<file path="src/rtl/ir_cmd_sequencer_pkg.sv">
`default_nettype none
// ============================================================================
//  Module   : ir_pkg
//  Purpose  : Shared types, constants and frame builders for the AC IR
//             command sequencer.
//  Revision : 1.0 - initial release
// ============================================================================
package ir_pkg;

  // Sequencer states
  typedef enum logic [2:0] {
    ST_IDLE   = 3'd0,
    ST_LOAD35 = 3'd1,
    ST_WAIT35 = 3'd2,
    ST_GAP    = 3'd3,
    ST_LOAD32 = 3'd4,
    ST_WAIT32 = 3'd5,
    ST_LED    = 3'd6
  } state_t;

  // Key indices into key_in
  localparam int         NUM_KEYS  = 4;
  localparam logic [1:0] KEY_POWER = 2'd0;
  localparam logic [1:0] KEY_MODE  = 2'd1;
  localparam logic [1:0] KEY_UP    = 2'd2;
  localparam logic [1:0] KEY_DOWN  = 2'd3;

  // Setting limits
  localparam logic [2:0] MODE_MAX = 3'd4;
  localparam logic [4:0] TEMP_MIN = 5'd16;
  localparam logic [4:0] TEMP_MAX = 5'd30;
  localparam logic [4:0] TEMP_RST = 5'd26;

  // Frame lengths in bits
  localparam logic [5:0] LEN35 = 6'd35;
  localparam logic [5:0] LEN32 = 6'd32;

  // Settings frame: header above, temperature offset, power, mode
  function automatic logic [34:0] build_frame35(input logic [26:0] hdr,
                                                input logic        pwr,
                                                input logic [2:0]  mode,
                                                input logic [4:0]  temp);
    logic [4:0] toff;
    toff = temp - TEMP_MIN;
    return {hdr, toff[3:0], pwr, mode};
  endfunction

  // Checksum frame: 4-bit checksum above the fixed header, top bits zero
  function automatic logic [34:0] build_frame32(input logic [27:0] hdr,
                                                input logic        pwr,
                                                input logic [2:0]  mode,
                                                input logic [4:0]  temp);
    logic [4:0] toff;
    logic [3:0] cks;
    toff = temp - TEMP_MIN;
    cks  = {1'b0, mode} + toff[3:0] + {3'b000, pwr} + 4'd5;
    return {3'b000, cks, hdr};
  endfunction

endpackage
`default_nettype wire

</file>
<file path="src/rtl/ir_cmd_sequencer_if.sv">
`default_nettype none
// ============================================================================
//  Module   : ir_cmd_sequencer_if
//  Purpose  : Handshake and payload bundle between the command sequencer
//             (master) and the IR encoder (slave).
//  Revision : 1.0 - initial release
// ============================================================================
interface ir_cmd_sequencer_if;
  logic        enc_ready;
  logic        enc_done;
  logic        enc_start;
  logic [5:0]  enc_len;
  logic [34:0] enc_data;

  modport master (
    input  enc_ready,
    input  enc_done,
    output enc_start,
    output enc_len,
    output enc_data
  );

  modport slave (
    output enc_ready,
    output enc_done,
    input  enc_start,
    input  enc_len,
    input  enc_data
  );
endinterface
`default_nettype wire

</file>
<file path="src/rtl/ir_cmd_sequencer_key_debounce.sv">
`default_nettype none
// ============================================================================
//  Module   : key_debounce
//  Purpose  : Two-flop synchronizer, stability counter and rising-edge
//             event for one raw key line.
//  Revision : 1.0 - initial release
// ============================================================================
module key_debounce #(
  parameter int DEBOUNCE_CYC = 800000
) (
  input  wire logic clk,
  input  wire logic rst,
  input  wire logic key_i,
  output logic      event_o
);

  localparam int            CW       = (DEBOUNCE_CYC > 1) ? $clog2(DEBOUNCE_CYC) : 1;
  localparam logic [CW-1:0] CNT_LAST = CW'(DEBOUNCE_CYC - 1);

  logic          sync1_q;
  logic          sync2_q;
  logic          last_q;
  logic          level_q;
  logic          event_q;
  logic [CW-1:0] cnt_q;

  // Synchronize, count equal samples (restart on change, saturate at the
  // limit) and pulse once when a new high level is accepted.
  always_ff @(posedge clk or negedge rst) begin
    if (!rst) begin
      sync1_q <= 1'b0;
      sync2_q <= 1'b0;
      last_q  <= 1'b0;
      level_q <= 1'b0;
      event_q <= 1'b0;
      cnt_q   <= '0;
    end else begin
      sync1_q <= key_i;
      sync2_q <= sync1_q;
      last_q  <= sync2_q;
      event_q <= 1'b0;
      if (sync2_q != last_q) begin
        cnt_q <= '0;
      end else if (cnt_q != CNT_LAST) begin
        cnt_q <= cnt_q + 1'b1;
      end else if (level_q != last_q) begin
        level_q <= last_q;
        event_q <= last_q;
      end
    end
  end

  assign event_o = event_q;

endmodule
`default_nettype wire

</file>
<file path="src/rtl/ir_cmd_sequencer.sv">
`default_nettype none
// ============================================================================
//  Module   : ir_cmd_sequencer
//  Purpose  : Debounces remote keys, keeps the AC settings and sequences
//             the IR encoder through a 35-bit frame, a gap and a 32-bit
//             frame, then lights the feedback LED.
//  Revision : 1.0 - initial release
// ============================================================================
module ir_cmd_sequencer
  import ir_pkg::*;
#(
  parameter int          DEBOUNCE_CYC = 800000,
  parameter int          GAP_CYC      = 800000,
  parameter int          LED_CYC      = 4000000,
  parameter logic [26:0] HDR35        = 27'h0000A50,
  parameter logic [27:0] HDR32        = 28'h0000204
) (
  input  wire logic            clk,
  input  wire logic            rst,
  input  wire logic [3:0]      key_in,
  ir_cmd_sequencer_if.master   enc,
  output logic                 busy,
  output logic                 led_out
);

  localparam int            GW       = (GAP_CYC > 1) ? $clog2(GAP_CYC) : 1;
  localparam int            LW       = (LED_CYC > 1) ? $clog2(LED_CYC) : 1;
  localparam logic [GW-1:0] GAP_LAST = GW'(GAP_CYC - 1);
  localparam logic [LW-1:0] LED_LAST = LW'(LED_CYC - 1);

  logic [NUM_KEYS-1:0] key_evt;
  logic                evt_valid;
  logic [1:0]          evt_idx;

  state_t        state_q,    state_d;
  logic          power_q,    power_d;
  logic [2:0]    mode_q,     mode_d;
  logic [4:0]    temp_q,     temp_d;
  logic          pend_vld_q, pend_vld_d;
  logic [1:0]    pend_idx_q, pend_idx_d;
  logic [GW-1:0] gap_cnt_q,  gap_cnt_d;
  logic [LW-1:0] led_cnt_q,  led_cnt_d;
  logic          start_q,    start_d;
  logic [5:0]    len_q,      len_d;
  logic [34:0]   data_q,     data_d;
  logic          busy_q,     busy_d;
  logic          led_q,      led_d;
  logic          apply_en;
  logic [1:0]    apply_idx;

  for (genvar gi = 0; gi < NUM_KEYS; gi++) begin : g_key
    key_debounce #(
      .DEBOUNCE_CYC (DEBOUNCE_CYC)
    ) u_debounce (
      .clk     (clk),
      .rst     (rst),
      .key_i   (key_in[gi]),
      .event_o (key_evt[gi])
    );
  end

  // Same-cycle events: the lowest key index wins.
  always_comb begin
    evt_valid = 1'b0;
    evt_idx   = 2'd0;
    for (int i = NUM_KEYS - 1; i >= 0; i--) begin
      if (key_evt[i]) begin
        evt_valid = 1'b1;
        evt_idx   = 2'(i);
      end
    end
  end

  // Event arbitration, setting update, sequencing and output next-state.
  always_comb begin
    state_d    = state_q;
    power_d    = power_q;
    mode_d     = mode_q;
    temp_d     = temp_q;
    pend_vld_d = pend_vld_q;
    pend_idx_d = pend_idx_q;
    gap_cnt_d  = gap_cnt_q;
    led_cnt_d  = led_cnt_q;
    start_d    = 1'b0;
    len_d      = len_q;
    data_d     = data_q;
    apply_en   = 1'b0;
    apply_idx  = 2'd0;

    // A pending event takes the idle slot; a fresh event arriving in that
    // same cycle becomes the new pending one since we are about to go busy.
    if (state_q == ST_IDLE) begin
      if (pend_vld_q) begin
        apply_en   = 1'b1;
        apply_idx  = pend_idx_q;
        pend_vld_d = evt_valid;
        pend_idx_d = evt_idx;
      end else if (evt_valid) begin
        apply_en  = 1'b1;
        apply_idx = evt_idx;
      end
    end else if (evt_valid && !pend_vld_q) begin
      pend_vld_d = 1'b1;
      pend_idx_d = evt_idx;
    end

    if (apply_en) begin
      case (apply_idx)
        KEY_POWER: power_d = ~power_q;
        KEY_MODE:  mode_d  = (mode_q == MODE_MAX) ? 3'd0 : mode_q + 3'd1;
        KEY_UP:    temp_d  = (temp_q >= TEMP_MAX) ? TEMP_MAX : temp_q + 5'd1;
        default:   temp_d  = (temp_q <= TEMP_MIN) ? TEMP_MIN : temp_q - 5'd1;
      endcase
    end

    case (state_q)
      ST_IDLE: begin
        if (apply_en) begin
          state_d = ST_LOAD35;
          len_d   = LEN35;
          data_d  = build_frame35(HDR35, power_d, mode_d, temp_d);
        end
      end
      ST_LOAD35: begin
        if (enc.enc_ready) begin
          start_d = 1'b1;
          state_d = ST_WAIT35;
        end
      end
      ST_WAIT35: begin
        if (enc.enc_done) begin
          state_d   = ST_GAP;
          gap_cnt_d = '0;
        end
      end
      ST_GAP: begin
        if (gap_cnt_q == GAP_LAST) begin
          state_d = ST_LOAD32;
          len_d   = LEN32;
          data_d  = build_frame32(HDR32, power_q, mode_q, temp_q);
        end else begin
          gap_cnt_d = gap_cnt_q + 1'b1;
        end
      end
      ST_LOAD32: begin
        if (enc.enc_ready) begin
          start_d = 1'b1;
          state_d = ST_WAIT32;
        end
      end
      ST_WAIT32: begin
        if (enc.enc_done) begin
          state_d   = ST_LED;
          led_cnt_d = '0;
        end
      end
      ST_LED: begin
        if (led_cnt_q == LED_LAST) begin
          state_d = ST_IDLE;
          len_d   = 6'd0;
          data_d  = '0;
        end else begin
          led_cnt_d = led_cnt_q + 1'b1;
        end
      end
      default: state_d = ST_IDLE;
    endcase

    busy_d = (state_d != ST_IDLE);
    led_d  = (state_d == ST_LED);
  end

  // State, settings, counters and registered outputs.
  always_ff @(posedge clk or negedge rst) begin
    if (!rst) begin
      state_q    <= ST_IDLE;
      power_q    <= 1'b0;
      mode_q     <= 3'd0;
      temp_q     <= TEMP_RST;
      pend_vld_q <= 1'b0;
      pend_idx_q <= 2'd0;
      gap_cnt_q  <= '0;
      led_cnt_q  <= '0;
      start_q    <= 1'b0;
      len_q      <= 6'd0;
      data_q     <= '0;
      busy_q     <= 1'b0;
      led_q      <= 1'b0;
    end else begin
      state_q    <= state_d;
      power_q    <= power_d;
      mode_q     <= mode_d;
      temp_q     <= temp_d;
      pend_vld_q <= pend_vld_d;
      pend_idx_q <= pend_idx_d;
      gap_cnt_q  <= gap_cnt_d;
      led_cnt_q  <= led_cnt_d;
      start_q    <= start_d;
      len_q      <= len_d;
      data_q     <= data_d;
      busy_q     <= busy_d;
      led_q      <= led_d;
    end
  end

  assign enc.enc_start = start_q;
  assign enc.enc_len   = len_q;
  assign enc.enc_data  = data_q;
  assign busy          = busy_q;
  assign led_out       = led_q;

endmodule
`default_nettype wire

</file>
<file path="src/flat_wrapper.sv">
// flat-port wrapper written by rule: the top's interface ports become plain ports
module ir_cmd_sequencer_flat import ir_pkg::*;
#(
  parameter int          DEBOUNCE_CYC = 800000,
  parameter int          GAP_CYC      = 800000,
  parameter int          LED_CYC      = 4000000,
  parameter logic [26:0] HDR35        = 27'h0000A50,
  parameter logic [27:0] HDR32        = 28'h0000204
)
  (clk, rst, key_in, busy, led_out, enc_enc_ready, enc_enc_done, enc_enc_start, enc_enc_len, enc_enc_data);
  ir_cmd_sequencer_if enc_i ();
  input  wire logic clk;
  input  wire logic rst;
  input  wire logic [3:0] key_in;
  output logic busy;
  output logic led_out;
  input wire logic [$bits(enc_i.enc_ready)-1:0] enc_enc_ready;
  input wire logic [$bits(enc_i.enc_done)-1:0] enc_enc_done;
  output wire logic [$bits(enc_i.enc_start)-1:0] enc_enc_start;
  output wire logic [$bits(enc_i.enc_len)-1:0] enc_enc_len;
  output wire logic [$bits(enc_i.enc_data)-1:0] enc_enc_data;
  assign enc_i.enc_ready = enc_enc_ready;
  assign enc_i.enc_done = enc_enc_done;
  assign enc_enc_start = enc_i.enc_start;
  assign enc_enc_len = enc_i.enc_len;
  assign enc_enc_data = enc_i.enc_data;
  ir_cmd_sequencer #(.DEBOUNCE_CYC(DEBOUNCE_CYC), .GAP_CYC(GAP_CYC), .LED_CYC(LED_CYC), .HDR35(HDR35), .HDR32(HDR32)) u_core (.clk(clk), .rst(rst), .key_in(key_in), .enc(enc_i), .busy(busy), .led_out(led_out));
endmodule
</file>
<file path="config.mk">
export PLATFORM = sky130hd
export DESIGN_NAME = ir_cmd_sequencer_flat
export DESIGN_NICKNAME = d
export VERILOG_FILES = /design/src/rtl/ir_cmd_sequencer_pkg.sv /design/src/rtl/ir_cmd_sequencer_if.sv /design/src/rtl/ir_cmd_sequencer_key_debounce.sv /design/src/rtl/ir_cmd_sequencer.sv /design/src/flat_wrapper.sv
export SDC_FILE = /design/constraint.sdc
export NUM_CORES = 1
export LEC_CHECK = 0
export ABC_AREA = 1
export BUFFER_PORTS_ARGS = -buffer_cell sky130_fd_sc_hd__buf_2
export CAP_MARGIN = 0
export CORE_AREA = 2 2 133 135
export DETAILED_ROUTE_END_ITERATION = 8
export DIE_AREA = 0 0 135 137
export PLACE_DENSITY = 0.84
export SETUP_SLACK_MARGIN = 0.2
export SLEW_MARGIN = 20
export SYNTH_ARGS = -nofsm -noshare
export SYNTH_HDL_FRONTEND = slang
export SYNTH_SLANG_ARGS = --single-unit
</file>
<file path="constraint.sdc">
create_clock -name clk -period 2 [get_ports clk]
set_input_delay 0.6 -clock clk [delete_from_list [all_inputs] [get_ports clk]]
set_output_delay 0.6 -clock clk [all_outputs]
set_load 0.05 [all_outputs]
</file>
# --- Yosys cells after proc, flatten, opt, wreduce, memory -nomap -nowiden ---
# Index checks and enable logic that the tools add are counted.
word_totals:
  memories: 0
  inputBits: 8
  latch_bits: 0
  mem_bits_ro: 0
  register_bits: 201
  mem_bits_rw: 0
op_classes:
  addsub: 14
  reduce_logical: 23
  n_bitwise: 9
  div_mod_pow: 0
  muxes: 73
  n_lt_le_gt_ge: 2
  shifts: 0
  eq_ne: 32
  mul: 0
op_table:
  columns: ["cell", "n"]
  rows:
  - ["$mux 20", 10]
  - ["$mux 35", 3]
  - ["$pmux 35 s3", 1]
  - ["$add 20x1->20 const B", 5]
  - ["$ne 20x20->1 const B", 4]
  - ["$mux 22", 2]
  - ["$pmux 22 s2", 1]
  - ["$pmux 20 s2", 1]
  - ["$mux 3", 10]
  - ["$mux 1", 26]
  - ["$add 22x1->22 const B", 1]
  - ["$eq 22x22->1 const B", 1]
  - ["$pmux 3 s7", 1]
  - ["$eq 20x20->1 const B", 1]
  - ["$mux 2", 10]
  - ["$mux 6", 3]
  - ["$pmux 6 s3", 1]
  - ["$reduce_and 3->1", 6]
  - ["$eq 3x3->1 const B", 5]
  - ["$mux 5", 3]
  - ["$reduce_bool 2->1", 7]
  - ["$pmux 5 s2", 1]
  - ["$not 1->1", 9]
  - ["$ne 1x1->1", 8]
  - ["other kinds (23)", 33]

# --- Depth between registers and ports, before layout ---
# Gate-level depths: netlist of run 1.
depth:
  depth_word: 14
  mapped_depth: 12
  mapped_depth_nobuf: 11

# --- Cells and area by module ---
# A second synthesis of run 1 with hierarchy kept.
hier_totals:
  hier_cells: 1488
  hier_area_um2: 10899.2
by_module_without_submodules:
  columns: ["module", "seq_area_each_um2", "cells_per_inst", "area_each_um2", "n_inst"]
  rows:
  - ["ir_cmd_sequencer", 1880.6, 675, 4948.5, 1]
  - ["key_debounce at u_core.g_key[0].u_debounce ...", 625.6, 202, 1483.9, 3]
  - ["key_debounce at u_core.g_key[3].u_debounce", 625.6, 207, 1498.9, 1]

# --- Worst setup path before layout of run 1 ---
# OpenSTA, ideal clock, no wires.
synth_path:
  kind: "register -> register"
  startpoint: "register u_core.temp_q[0]"
  endpoint: "register u_core.data_q[30], in the netlist u_core.enc.enc_data[30]"
  setup_time_ns: 0.084
  arrival_time_ns: 1.688
  stages_incl_launch_ff: 9
  n_path_buf: 0
  path_slack_ns: 0.228
  required_time_ns: 1.916
  path_cell_list: "dfrtp_1 > inv_1 > ha_1 > inv_1 > ha_1 > inv_1 > fa_1 > xor2_1 > o21ai_0"
synth_between:
  elab_chain_cells: 6
synth_rtl:
  columns: ["element", "line_no", "rtl"]
  rows:
  - ["from (decl)", "ir_cmd_sequencer.sv:38", "logic [4:0] temp_q, temp_d;"]
  - ["from (signal assigned)", "ir_cmd_sequencer.sv:193", "temp_q <= temp_d;"]
  - ["$sub 4x1->4", "ir_cmd_sequencer_pkg.sv:55", "toff = temp - TEMP_MIN;"]
  - ["$add 3x4->4", "ir_cmd_sequencer_pkg.sv:56", "cks = {1'b0, mode} + toff[3:0] + {3'b000, pwr} + 4'd5;"]
  - ["$add 4x1->4", "ir_cmd_sequencer_pkg.sv:56", null]
  - ["$add 4x3->4", "ir_cmd_sequencer_pkg.sv:56", null]
  - ["$mux 35", "ir_cmd_sequencer.sv:137", "if (gap_cnt_q == GAP_LAST) begin"]
  - ["$pmux 35 s3", "ir_cmd_sequencer.sv:116", "case (state_q)"]
  - ["to (signal assigned)", "ir_cmd_sequencer.sv:200", "data_q <= data_d;"]
  - ["to (decl)", "ir_cmd_sequencer.sv:45", "logic [34:0] data_q, data_d;"]
# No other way between the ends. The select of a mux whose other input is x is not followed.
# A chain may end at the register's enable or synchronous reset.

==> key figures, run 1 <==
Run status
  – Status: complete, no violations

Finish
  – ANT cells: 0
  – Fin cells: 1675
  – Fraction of layout cells with a size suffix above 1: 0.1338
  – Layout Nets: 1467
  – Layout area overhead: 14.64%

Detailed routing
  – DR iter-0 viols: 710
  – DR vias/cell: 5.461
  – DRC: 0
  – Drt pass-1 iters: 5
  – Vias: 9147
  – Post-DRT Antenna Nets: 0
  – Total routed wirelength: 23080 um
  – DR WL/cell: 13.78 um

Synth
  – Sequential element share of the synthesized area: 0.4338
  – Post-synthesis compound-gate area fraction: 0.06786
  – Post-Synth Adder-Cell Area: 0.02799
  – Post-synth EDFFs: 0
  – Yosys cell types: 46
  – Synthesized area: 10100 um2
  – Post-Synthesis Cells: 1360
  – Async set or reset register ratio after synthesis: 1.000
  – Ys flop type: dfrtp_1
  – Cell with the most instances after synthesis: nand2_1
  – Mux cell area share after synthesis: 0
  – Synthesized area per cell: 7.429 um2
  – Post-synth top cells: 345 x nand2_1, 191 x nor2_1, 172 x dfrtp_1
  – Post-synth top area share: 0.4260
  – XOR/XNOR Fraction of Synth Area: 0.03467
  – Largest family of logic cells by synthesized area: simple AND/OR/NAND/NOR gates
  – Yosys reg bits: 175
  – Simple-gate area share of the yosys netlist: 0.3412
  – Cell taking the most area after synthesis: dfrtp_1
  – Synthesis Warnings: 0
  – Largest cells by area after synthesis: dfrtp_1 43%, nand2_1 13%, nor2_1 7.1%, inv_1 6.1%, nand3_1 5.8%

GRT
  – Global-route wire length before repair: 37830 um
  – Remaining global-route overflow: 0
  – Pin count of the biggest net entering global routing: 45
  – Initial antenna violation count: 0
  – Vias in the first global route: 8516
  – Global-route usage over all layers: 0.2504

Critical path
  – Critical path capture point type: primary output
  – Max Fanout on Critical Path: 7
  – Reg2reg setup slack: 0.26 ns
  – Crit-path cells: buf_2
  – Crit Reg-Reg Endpoint: u_core.gap_cnt_q[8]
  – CP Buf/Inv Count: 1
  – CP arrival: 1.15 ns
  – Reg2Reg Depth: 12
  – CP top delay family: flip-flops
  – Reg-to-reg startpoint: u_core.gap_cnt_q[1]
  – Critical path launch point type: flop
  – Crit path kind: flop to primary output
  – Critical path's slowest cell: dfrtp_1
  – Worst path required time: 1.40 ns
  – CP startpoint: u_core.enc.enc_data[19]
  – Critical path's largest stage delay: 0.42 ns

Clock tree
  – Root Buffer: clkbuf_16
  – Worst-path clk slew: 0.06 ns
  – Clock buffer depth: 2
  – Cts bufs inserted: 17
  – CTS tree: built
  – CTS H-Tree Depth: 4
  – Clock tree sinks: 175
  – Clock latency on the worst-skew pair: 0.44 ns

Placement
  – Dpl cells: 1612
  – Port Buf Inserts: 30
  – Routability Congestion: 0.9270
  – HPWL Detailed: 15580 um

Timing
  – Fin. max-slew vios: 0
  – Max frequency: 572.4 MHz
  – Setup violators final: 0
  – Period utilisation layout: 0.8735
  – Clock skew: 0.007839 ns
  – Unrepaired setup endpoints after global routing: true
  – Shortest period the worst path allows: 1.747 ns
  – Final Hold Viols: 0
  – Setup TNS: 0 ns

Power
  – Static Leak: 5.723 nW
  – Switching power: 0.001845 W
  – Pwr Density: 650.8 nW/um2
  – Combinational share of power: 0.056
  – Switching Share: 0.2448
  – Pwr Total: 0.007538 W
  – Clk pwr share: 0.461
  – Sequential share of power: 0.483
  – Pint: 0.005692 W
  – VDD IR max: 604.2 uV

Run
  – Maxcap violations: 0

Die
  – Row Count: 48
  – I/O Pins: 52
  – Total die area: 18500 um2
  – Core Area: 17060 um2
  – Initial Utilization: 0.5924
  – Die width: 135 um
  – Die extent in y: 137 um

Min path
  – Hold Path Class: input port to asynchronous set/reset pin
sequential cells by signal, indices dropped and copies added, names as in the netlist:
register                         cells
u_core.enc.enc_start                 1
u_core.g_key.u_debounce.sync1_q      4
u_core.g_key.u_debounce.sync2_q      4
u_core.pend_vld_q                    1
u_core.led_cnt_q                    22
u_core.g_key.u_debounce.cnt_q       80
u_core.temp_q                        5
u_core.pend_idx_q                    2
u_core.g_key.u_debounce.last_q       4
u_core.gap_cnt_q                    20
u_core.g_key.u_debounce.level_q      4
u_core.busy                          1
u_core.power_q                       1
u_core.mode_q                        3
u_core.enc.enc_data                 14
u_core.enc.enc_len                   1
u_core.state_q                       3
u_core.led_out                       1
u_core.g_key.u_debounce.event_o      4
repair_timing:
| action | 4_1_cts | 5_1_grt |
|---|---|---|
| hold buffers | 0 | 0 |
| endpoints found under the setup margin | 28 | 79 |
| resized for setup | 6 | 51 |
| gates cloned | 0 | 1 |
| buffers inserted | 2 | 28 |
| pin swaps | 1 | 10 |
cells by family (layout without fill, tap and decap cells):
| kind of cell | after synthesis | count (layout) |
|---|---|---|
| AND/OR/NAND/NOR | 781 | 782 |
| AO/OA/AOI/OAI | 124 | 124 |
| adder cells (fa/ha/maj) | 22 | 22 |
| flip-flops | 175 | 175 |
| XOR/XNOR | 40 | 40 |
| other | 1 | 21 |
| buffers and inverters | 217 | 286 |
through the flow:
stage | utilization | hold slack, ns | setup WS, ns | area [um2]
detailed placement | 0.6161 | 0.3385 | 0.1064 | 10510
finish | 0.6791 | 0.07576 | 0.2530 | 11580
CTS | 0.6540 | 0.09842 | 0.2163 | 11150
floorplan | - | 0.3044 | 0.2278 | 10180
global placement | 0.6161 | 0.3338 | 0.1990 | 10510
global route | 0.6791 | 0.1164 | 0.1377 | 11580
power by group through the flow:
stage                     Combinational (W)  Sequential [W]  Clock, W
after floorplan                    0.000261         0.00369         0
after global placement             0.000369         0.00370         0
after detailed placement           0.000381         0.00370         0
after CTS                          0.000383         0.00364   0.00351
after global routing               0.000471         0.00364   0.00366
final                              0.000421         0.00364   0.00348
final cells by class:
class	instances	area, um2
Fill cell	1328	5474
Multi-Input combinational cell	989	5020
Sequential cell	175	4384
Inverter	175	684.4
Timing Repair Buffer	79	603.1
Clock buffer	17	425.4
Tap cell	225	281.5
Clock inverter	15	183.9
worst max path at each step:
stage | slack [ns] | depth (start not counted) | end
after floorplan | 0.23 | 8 | u_core.enc.enc_data[30]
after global placement | 0.20 | 10 | u_core.gap_cnt_q[12]
after detailed placement | 0.11 | 10 | u_core.gap_cnt_q[19]
after CTS | 0.22 | 8 | u_core.enc.enc_data[30]
after global routing | 0.14 | 11 | u_core.enc.enc_len[5]
final | 0.25 | 1 | enc_enc_data[14]
layer usage:
layer  wire length, um  GRT usage  part of all wire
met1              9990     0.3232              0.43
met4               458    0.09780             0.020
met5                 0          0                 0
met3              1352    0.04519             0.059
met2             11280     0.4208              0.49
cell usage in the layout (no fill, tap or decap), types with 5 or more instances in the layout:
cell | synthesis | final
a21oi_1 | 26 | 26
a31oi_1 | 9 | 9
buf_12 | 0 | 6
buf_2 | 5 | 29
buf_4 | 27 | 41
clkbuf_16 | 0 | 17
conb_1 | 1 | 21
dfrtp_1 | 172 | 171
ha_1 | 21 | 16
inv_1 | 165 | 163
inv_2 | 3 | 5
nand2_1 | 345 | 339
nand2_2 | 5 | 8
nand3_1 | 118 | 114
nand3_2 | 6 | 11
nand4_1 | 36 | 36
nor2_1 | 191 | 184
nor2_2 | 1 | 6
nor2_4 | 5 | 7
nor3_1 | 40 | 39
nor3b_1 | 5 | 5
nor4_1 | 6 | 6
o21ai_0 | 56 | 50
o21ai_1 | 14 | 20
o31ai_1 | 9 | 9
or2_2 | 14 | 14
xnor2_1 | 13 | 12
xor2_1 | 27 | 27
No activity file was read; power rests on OpenSTA's default activity.
==> run 2, diff against run 1 <==
==> constraint.sdc (replaced) <==
create_clock -name clk -period 2 [get_ports clk]
set_input_delay 0.4 -clock clk [delete_from_list [all_inputs] [get_ports clk]]
set_output_delay 0.4 -clock clk [all_outputs]
set_load 0.05 [all_outputs]
==> run 2 against run 1 <==
Global-route usage fell by 0.55 points. Sequential share of layout area rose by 0.37 points. Wire length fell by 1.9%. Final area fell by 0.93%. First-iteration DRC count rose by 21%. Critical path depth rose by 6. Register-to-register slack got worse by 0.06 ns. Combinational power fell by 5.2%.
==> key figures, run 2 (synthesis results as in run 1) <==
Power
  – VDD IR max: 614.2 uV (+1.7%)
  – Static Leak: 5.632 nW (-1.6%)
  – Pwr Density: 656.9 nW/um2 (+0.93%)

Critical path
  – Crit path kind: flop to flop
  – Critical path capture point type: flop
  – Reg2Reg Depth: 7 (-5)
  – Critical path's slowest cell: fa_2
  – Critical path's largest stage delay: 0.51 ns (+0.09 ns)
  – CP startpoint: u_core.temp_q[0]
  – CP arrival: 2.11 ns (+0.96 ns)
  – Worst setup endpoint: u_core.enc.enc_data[29]
  – Max Fanout on Critical Path: 4 (-3)
  – Most Frequent Cell on Critical Path: inv_1
  – Worst path required time: 2.31 ns (+0.91 ns)
  – CP top delay family: adder cells
  – Critical path launch point type: flop
  – Crit-path cells: inv_2 > ha_1 > inv_1 > ha_2 > inv_1 > fa_2 > o21ai_1
  – Reg-to-reg startpoint: u_core.temp_q[0]
  – Crit Reg-Reg Endpoint: u_core.enc.enc_data[29]
  – CP Buf/Inv Count: 3 (+2)
  – Critical path depth: 7 (+6)
  – Reg2reg setup slack: 0.20 ns (-0.06 ns)

Timing
  – Fin. max-slew vios: 0 (unchanged)
  – Shortest period the worst path allows: 1.797 ns (+0.05038 ns)
  – Period utilisation layout: 0.8987 (+0.02519)
  – Final Hold Viols: 0 (unchanged)
  – Worst Tran Pin Value: 0.5311 ns
  – Setup violators final: 0 (unchanged)
  – Max frequency: 556.4 MHz (-2.8%)
  – Clock skew: 0.007752 ns (-0.00008696 ns)
  – Unrepaired setup endpoints after global routing: true
  – Setup TNS: 0 ns (unchanged)
  – Relative slew slack: 0.6426

Die
  – Total die area: 18500 um2 (unchanged)
  – Row Count: 48 (unchanged)
  – Die width: 135 um (unchanged)
  – Die extent in y: 137 um (unchanged)
  – I/O Pins: 52 (unchanged)
  – Core Area: 17060 um2 (unchanged)
  – Initial Utilization: 0.5924 (unchanged)

Finish
  – Final Cell Area: 11470 um2 (-0.93%)
  – Largest regs: u_core.g_key.u_debounce.cnt_q: 80 flops, u_core.led_cnt_q: 22 flops, u_core.gap_cnt_q: 20 flops
  – Layout Nets: 1456 (-0.75%)
  – Most frequent cells in the layout: 342 x nand2_1, 182 x nor2_1, 170 x dfrtp_1
  – Most common cell after layout, fill and taps aside: nand2_1
  – Layout area overhead: 13.57%
  – Largest register FFs: 80 (unchanged)
  – # fillers: 1319 (-0.68%)
  – ANT cells: 0 (unchanged)
  – Fraction of layout cells with a size suffix above 1: 0.1251 (-0.008706)
  – Most flop-heavy register: u_core.g_key.u_debounce.cnt_q

Detailed routing
  – Drt pass-1 iters: 6 (+1)
  – Total routed wirelength: 22640 um (-1.9%)
  – DRC: 0 (unchanged)
  – Post-DRT Antenna Nets: 0 (unchanged)
  – DR vias/cell: 5.460 (about the same)
  – Vias: 9086 (-0.67%)
  – DR iter-0 viols: 857 (+21%)
  – DR WL/cell: 13.61 um (-1.3%)

GRT
  – Vias in the first global route: 8323 (-2.3%)
  – Initial antenna violation count: 0 (unchanged)
  – Remaining global-route overflow: 0 (unchanged)
  – Pin count of the biggest net entering global routing: 49 (+8.9%)
  – Global-route usage over all layers: 0.2449 (-0.005485)
  – Global-route wire length before repair: 37180 um (-1.7%)

Placement
  – Port Buf Inserts: 30 (unchanged)
  – HPWL Detailed: 15230 um (-2.3%)
  – Placed Area: 10490 um2 (-0.14%)
  – Routability Congestion: 0.9270 (unchanged)

Clock tree
  – Clock latency on the worst-skew pair: 0.44 ns (about the same)
  – Cts bufs inserted: 17 (unchanged)
  – Root Buffer: clkbuf_16
  – CTS tree: built
  – Worst-path clk slew: 0.07 ns (about the same)
  – Clock tree sinks: 175 (unchanged)
  – CTS H-Tree Depth: 4 (unchanged)
  – Clock buffer depth: 2 (unchanged)

Run status
  – Status: complete, no violations

Min path
  – Hold Path Class: input port to flop
  – Hold path start: key_in[3]
  – Worst hold stages: 1

Run
  – Maxcap violations: 0 (unchanged)
## run 2: cell type report
type	instances	area, um2	area share
sequential	175	4385	0.3822
clock buffer	18	429.2	0.03740
tap	225	281.5	0.02453
inverter	175	681.9	0.05943
multi-input combinational	989	5010	0.4366
timing repair buffer	68	494.2	0.04307
clock inverter	14	192.7	0.01679
## run 2: power by group
part / internal, W / switching, W / total [W]
clock network: 0.00209 / 0.00141 / 0.00350
logic: 0.000101 / 0.000298 / 0.000399
registers: 0.00359 / 0.0000460 / 0.00364
total: 0.00578 / 0.00176 / 0.00754
## run 2: repair_timing
action | in CTS | in global routing
endpoints found under the setup margin | 25 | 77
cloned | 0 | 1
endpoints found under the hold margin | 29 | 0
buffers inserted | 1 | 19
gates resized for setup | 7 | 47
pin swaps | 0 | 9
hold buffers | 1 | 0
## run 2: per-stage QoR
step           setup WS (ns)  cells  hold slack [ns]  power [W]    util
2_1_floorplan         0.2278   1380           0.1044   0.003954       -
3_3_place_gp          0.2103   1610           0.3275   0.004069  0.6152
3_5_place_dp          0.1617   1610           0.3319   0.004080  0.6152
4_1_cts               0.2052   1644          0.05620   0.007575  0.6535
5_1_grt               0.1027   1664          0.05838   0.007795  0.6728
6_report              0.2027   1664          0.06703   0.007537  0.6728
## run 2: worst min-delay path by stage
stage / slack [ns] / endpoint
floorplan: 0.10 / u_core.busy
global placement: 0.33 / u_core.led_cnt_q[13]
detailed placement: 0.33 / u_core.led_cnt_q[9]
CTS: 0.06 / u_core.g_key[3].u_debounce.sync1_q
global route: 0.06 / u_core.g_key[3].u_debounce.sync1_q
finish: 0.07 / u_core.g_key[3].u_debounce.sync1_q
## run 2: worst register-to-register path: stages, from the launching register on
cell     delay (ns)
dfrtp_1        0.39
inv_2          0.08
ha_1           0.29
inv_1          0.08
ha_2           0.18
inv_1          0.06
fa_2           0.51
o21ai_1        0.08
## run 2: layer usage
metal  vias to the layer above  track usage  share of wire
met5                         -            0              0
met4                         0      0.08044          0.017
met3                        53      0.04519          0.055
met2                       321       0.4140           0.49
met1                      4239       0.3201           0.44
li1                       4473            -              -
==> run 3, diff against run 2 <==
--- a/config.mk
+++ b/config.mk
@@ -8,12 +8,13 @@
 export ABC_AREA = 1
 export BUFFER_PORTS_ARGS = -buffer_cell sky130_fd_sc_hd__buf_2
 export CAP_MARGIN = 0
-export CORE_AREA = 2 2 133 135
+export CORE_AREA = 2 2 138 140
 export DETAILED_ROUTE_END_ITERATION = 8
-export DIE_AREA = 0 0 135 137
-export PLACE_DENSITY = 0.84
+export DIE_AREA = 0 0 140 142
+export PLACE_DENSITY = 0.83
 export SETUP_SLACK_MARGIN = 0.2
 export SLEW_MARGIN = 20
 export SYNTH_ARGS = -nofsm -noshare
 export SYNTH_HDL_FRONTEND = slang
+export SYNTH_HIERARCHICAL = 1
 export SYNTH_SLANG_ARGS = --single-unit
==> run 3 against run 2 <==
The run now ends with DRC left. Sequential share of layout area is 1.8 points lower. Cell count rose by 7.6%. Sequential cell count stayed put. Largest cell class unchanged. Synthesized cell count grew 9.4%. Synthesized area up 7.9%. Clock power increased by 2%. Highest routed layer unchanged. Power rose by 1.1%. Utilization is 2.1 points lower. Worst setup slack better by 0.065 ns. Global-route usage barely moved.
==> key figures, run 3 <==
Run status
  – Failing checks: DRC
  – Status: complete, but fails checks

Synth
  – Post-synth top area share: 0.3949 (-0.03110)
  – Post-Synth Adder-Cell Area: 0.02594 (-0.002043)
  – Cell taking the most area after synthesis: dfrtp_1
  – Largest cells by area after synthesis: dfrtp_1 39%, nand2_1 15%, nor2_1 8.1%, nand3_1 5.7%, inv_1 5.5%
  – Synthesis Warnings: 6 (+6)
  – Cell with the most instances after synthesis: nand2_1
  – Async set or reset register ratio after synthesis: 1.000 (unchanged)
  – Mux cell area share after synthesis: 0 (unchanged)
  – Simple-gate area share of the yosys netlist: 0.3942 (+0.05304)
  – Synthesized area per cell: 7.325 um2 (-1.4%)
  – Largest family of logic cells by synthesized area: simple AND/OR/NAND/NOR gates
  – Yosys reg bits: 175 (unchanged)
  – Post-Synthesis Cells: 1488 (+9.4%)
  – XOR/XNOR Fraction of Synth Area: 0.04248 (+0.007800)
  – Ys flop type: dfrtp_1
  – Post-synth top cells: 422 x nand2_1, 234 x nor2_1, 172 x dfrtp_1
  – Post-synth EDFFs: 0 (unchanged)
  – Post-synthesis compound-gate area fraction: 0.04305 (-0.02481)
  – Yosys cell types: 44 (-4.3%)
  – Synthesized area: 10900 um2 (+7.9%)
  – Sequential element share of the synthesized area: 0.4021 (-0.03167)

Placement
  – HPWL Detailed: 16440 um (+8.0%)
  – Port Buf Inserts: 30 (unchanged)
  – Routability Congestion: 0.9156 (-1.2%)
  – Pre-CTS setup slack: 0.1121 ns (-0.04960 ns)
  – Placed Area: 11220 um2 (+6.9%)
  – Dpl cells: 1742 (+8.2%)

Clock tree
  – Root Buffer: clkbuf_16
  – Worst-path clk slew: 0.07 ns (about the same)
  – Clock tree sinks: 175 (unchanged)
  – Clock buffer depth: 2 (unchanged)
  – CTS tree: built
  – Cts bufs inserted: 17 (unchanged)
  – CTS H-Tree Depth: 4 (unchanged)
  – Clock latency on the worst-skew pair: 0.43 ns (about the same)

Run
  – Maxcap violations: 0 (unchanged)

GRT
  – Global-route wire length before repair: 40340 um (+8.5%)
  – Remaining global-route overflow: 0 (unchanged)
  – Vias in the first global route: 8984 (+7.9%)
  – Initial antenna violation count: 0 (unchanged)
  – Pin count of the biggest net entering global routing: 52 (+6.1%)
  – Global-route usage over all layers: 0.2449 (about the same)

Timing
  – Setup violators final: 0 (unchanged)
  – Clock skew: 0.01276 ns (+0.005012 ns)
  – Relative slew slack: 0.6558 (+0.01315)
  – Fin. max-slew vios: 0 (unchanged)
  – Worst Tran Pin Value: 0.5124 ns (-0.01877 ns)
  – Max frequency: 577.3 MHz (+3.8%)
  – Final Hold Viols: 0 (unchanged)
  – PnR worst setup slack: 0.2677 ns (+0.06508 ns)
  – Unrepaired setup endpoints after global routing: false
  – Setup TNS: 0 ns (unchanged)
  – Period utilisation layout: 0.8661 (-0.03254)
  – Shortest period the worst path allows: 1.732 ns (-0.06508 ns)

Power
  – VDD IR max: 553.1 uV (-10%)
  – Pint: 0.005820 W (+0.70%)
  – Static Leak: 5.828 nW (+3.5%)
  – Switching Share: 0.2359 (+0.002770)
  – Switching power: 0.001797 W (+2.3%)
  – Combinational share of power: 0.051 (-0.002)
  – Pwr Total: 0.007618 W (+1.1%)
  – Pwr Density: 633.3 nW/um2 (-3.6%)
  – Sequential share of power: 0.480 (-0.002)
  – Clk pwr share: 0.469 (+0.004)

Finish
  – ANT cells: 0 (unchanged)
  – Layout Nets: 1573 (+8.0%)
  – Fin cells: 1790 (+7.6%)
  – Largest regs: u_core/g_key.u_debounce/cnt_q: 80 flops, u_core/led_cnt_q: 22 flops, u_core/gap_cnt_q: 20 flops
  – Most flop-heavy register: u_core/g_key.u_debounce/cnt_q
  – Largest register FFs: 80 (unchanged)
  – Layout area overhead: 10.35%
  – Area occupied by registers: 4384 um2 (about the same)
  – Multi-input logic area: 5653 um2 (+13%)
  – Final Cell Area: 12030 um2 (+4.8%)
  – Most common cell after layout, fill and taps aside: nand2_1
  – Most frequent cells in the layout: 421 x nand2_1, 233 x nor2_1, 171 x dfrtp_1
  – # fillers: 1519 (+15%)
  – Fraction of layout cells with a size suffix above 1: 0.1427 (+0.01759)

Critical path
  – Critical path's slowest cell: dfrtp_1
  – Critical path capture point type: flop
  – Most Frequent Cell on Critical Path: nor2_1
  – Crit-path cells: nor2_1 > nand3_1 > nand2_2 > nand3_1 > nor2_1 > nand2_1 > nor2_1 > nand2_1
  – Reg2Reg Depth: 8 (+1)
  – CP startpoint: u_core/g_key[1].u_debounce/event_o
  – Critical path launch point type: flop
  – Crit path kind: flop to flop
  – Reg2reg setup slack: 0.27 ns (+0.07 ns)
  – CP arrival: 2.04 ns (-0.07 ns)
  – Crit Reg-Reg Endpoint: u_core/busy
  – Max Fanout on Critical Path: 6 (+2)
  – Worst path required time: 2.31 ns (about the same)
  – Reg-to-reg startpoint: u_core/g_key[1].u_debounce/event_o
  – Worst setup endpoint: u_core/busy
  – Critical path's largest stage delay: 0.39 ns (-0.12 ns)

Detailed routing
  – Post-DRT Antenna Nets: 0 (unchanged)
  – DRC: 7 (+7)
  – DR WL/cell: 13.21 um (-3.0%)
  – Drt pass-1 iters: 7 (+1)
  – Total routed wirelength: 23640 um (+4.4%)
  – DR iter-0 viols: 586 (-32%)
  – DR vias/cell: 5.278 (-3.3%)
  – Vias: 9448 (+4.0%)

Die
  – Die width: 140 um (+3.7%)
  – Core Area: 18460 um2 (+8.2%)
  – Row Count: 50 (+4.2%)
  – Total die area: 19880 um2 (+7.5%)
  – Initial Utilization: 0.5906 (-0.001780)
  – Die extent in y: 142 um (+3.6%)
  – I/O Pins: 52 (unchanged)

Min path
  – Hold Path Class: input port to flop
run 3: cell types whose count changed in the layout (fill, tap and decap cells not counted), moves of 11 or more:
cell     delta
nand2_1    +79
nor3_1     -11
nor2_2     +11
nand2_2    +15
nor2_1     +51
o21ai_0    -16
run 3: power by group through the flow:
stage	Combinational [W]	Sequential, W	Clock [W]
floorplan	0.000287	0.00371	0
global placement	0.000385	0.00372	0
detailed placement	0.000392	0.00372	0
CTS	0.000398	0.00365	0.00363
global route	0.000437	0.00366	0.00378
finish	0.000391	0.00365	0.00357
run 3: metal layers:
layer,track usage,vias up,wire length [um]
li1,-,4752,-
met1,0.3213,4417,10660
met2,0.4169,249,11600
met3,0.04172,30,1000
met4,0.08134,0,381
met5,0,-,0
run 3: kinds of logic after synthesis:
| group | after synthesis |
|---|---|
| xor+xnor | 52 |
| flops | 175 |
| buf+inv | 218 |
| fa+ha+maj | 22 |
| simple gates | 937 |
| compound gates | 83 |
| other cells | 1 |
run 3: worst max-delay path, delay by kind of cell (launching register included):
family | cells | cell delay [ns]
AND/OR/NAND/NOR | 8 | 1.23
flip-flops | 1 | 0.39
run 3: worst min path at each step:
| stage | from | end | slack, ns | cells after the start |
|---|---|---|---|---|
| floorplan | rst | u_core/busy | 0.10 | 0 |
| global placement | u_core/g_key[1].u_debounce/sync1_q | u_core/g_key[1].u_debounce/sync2_q | 0.33 | 0 |
| detailed placement | u_core/g_key[1].u_debounce/sync1_q | u_core/g_key[1].u_debounce/sync2_q | 0.34 | 0 |
| CTS | key_in[0] | u_core/g_key[0].u_debounce/sync1_q | 0.05 | 1 |
| global route | key_in[0] | u_core/g_key[0].u_debounce/sync1_q | 0.05 | 1 |
| finish | key_in[0] | u_core/g_key[0].u_debounce/sync1_q | 0.06 | 1 |
run 3: what timing repair did:
action | CTS | global route
pin swaps | 2 | 4
endpoints found under the hold margin | 47 | 0
cloned | 0 | 1
setup buffers | 2 | 12
hold buffers | 1 | 0
setup endpoints to repair | 27 | 44
resized for setup | 5 | 12
run 3: through the flow:
stage | hold WS, ns | util
finish | 0.06448 | 0.6517
global route | 0.05091 | 0.6517
CTS | 0.05071 | 0.6436
global placement | 0.3344 | 0.6079
floorplan | 0.1044 | -
detailed placement | 0.3358 | 0.6079
run 3: cell type report:
| class | instances | area share |
|---|---|---|
| multi-input combinational | 1116 | 0.4700 |
| sequential | 175 | 0.3645 |
| inverter | 174 | 0.05534 |
| clock buffer | 20 | 0.03714 |
| timing repair buffer | 59 | 0.03360 |
| tap | 234 | 0.02434 |
| clock inverter | 12 | 0.01508 |
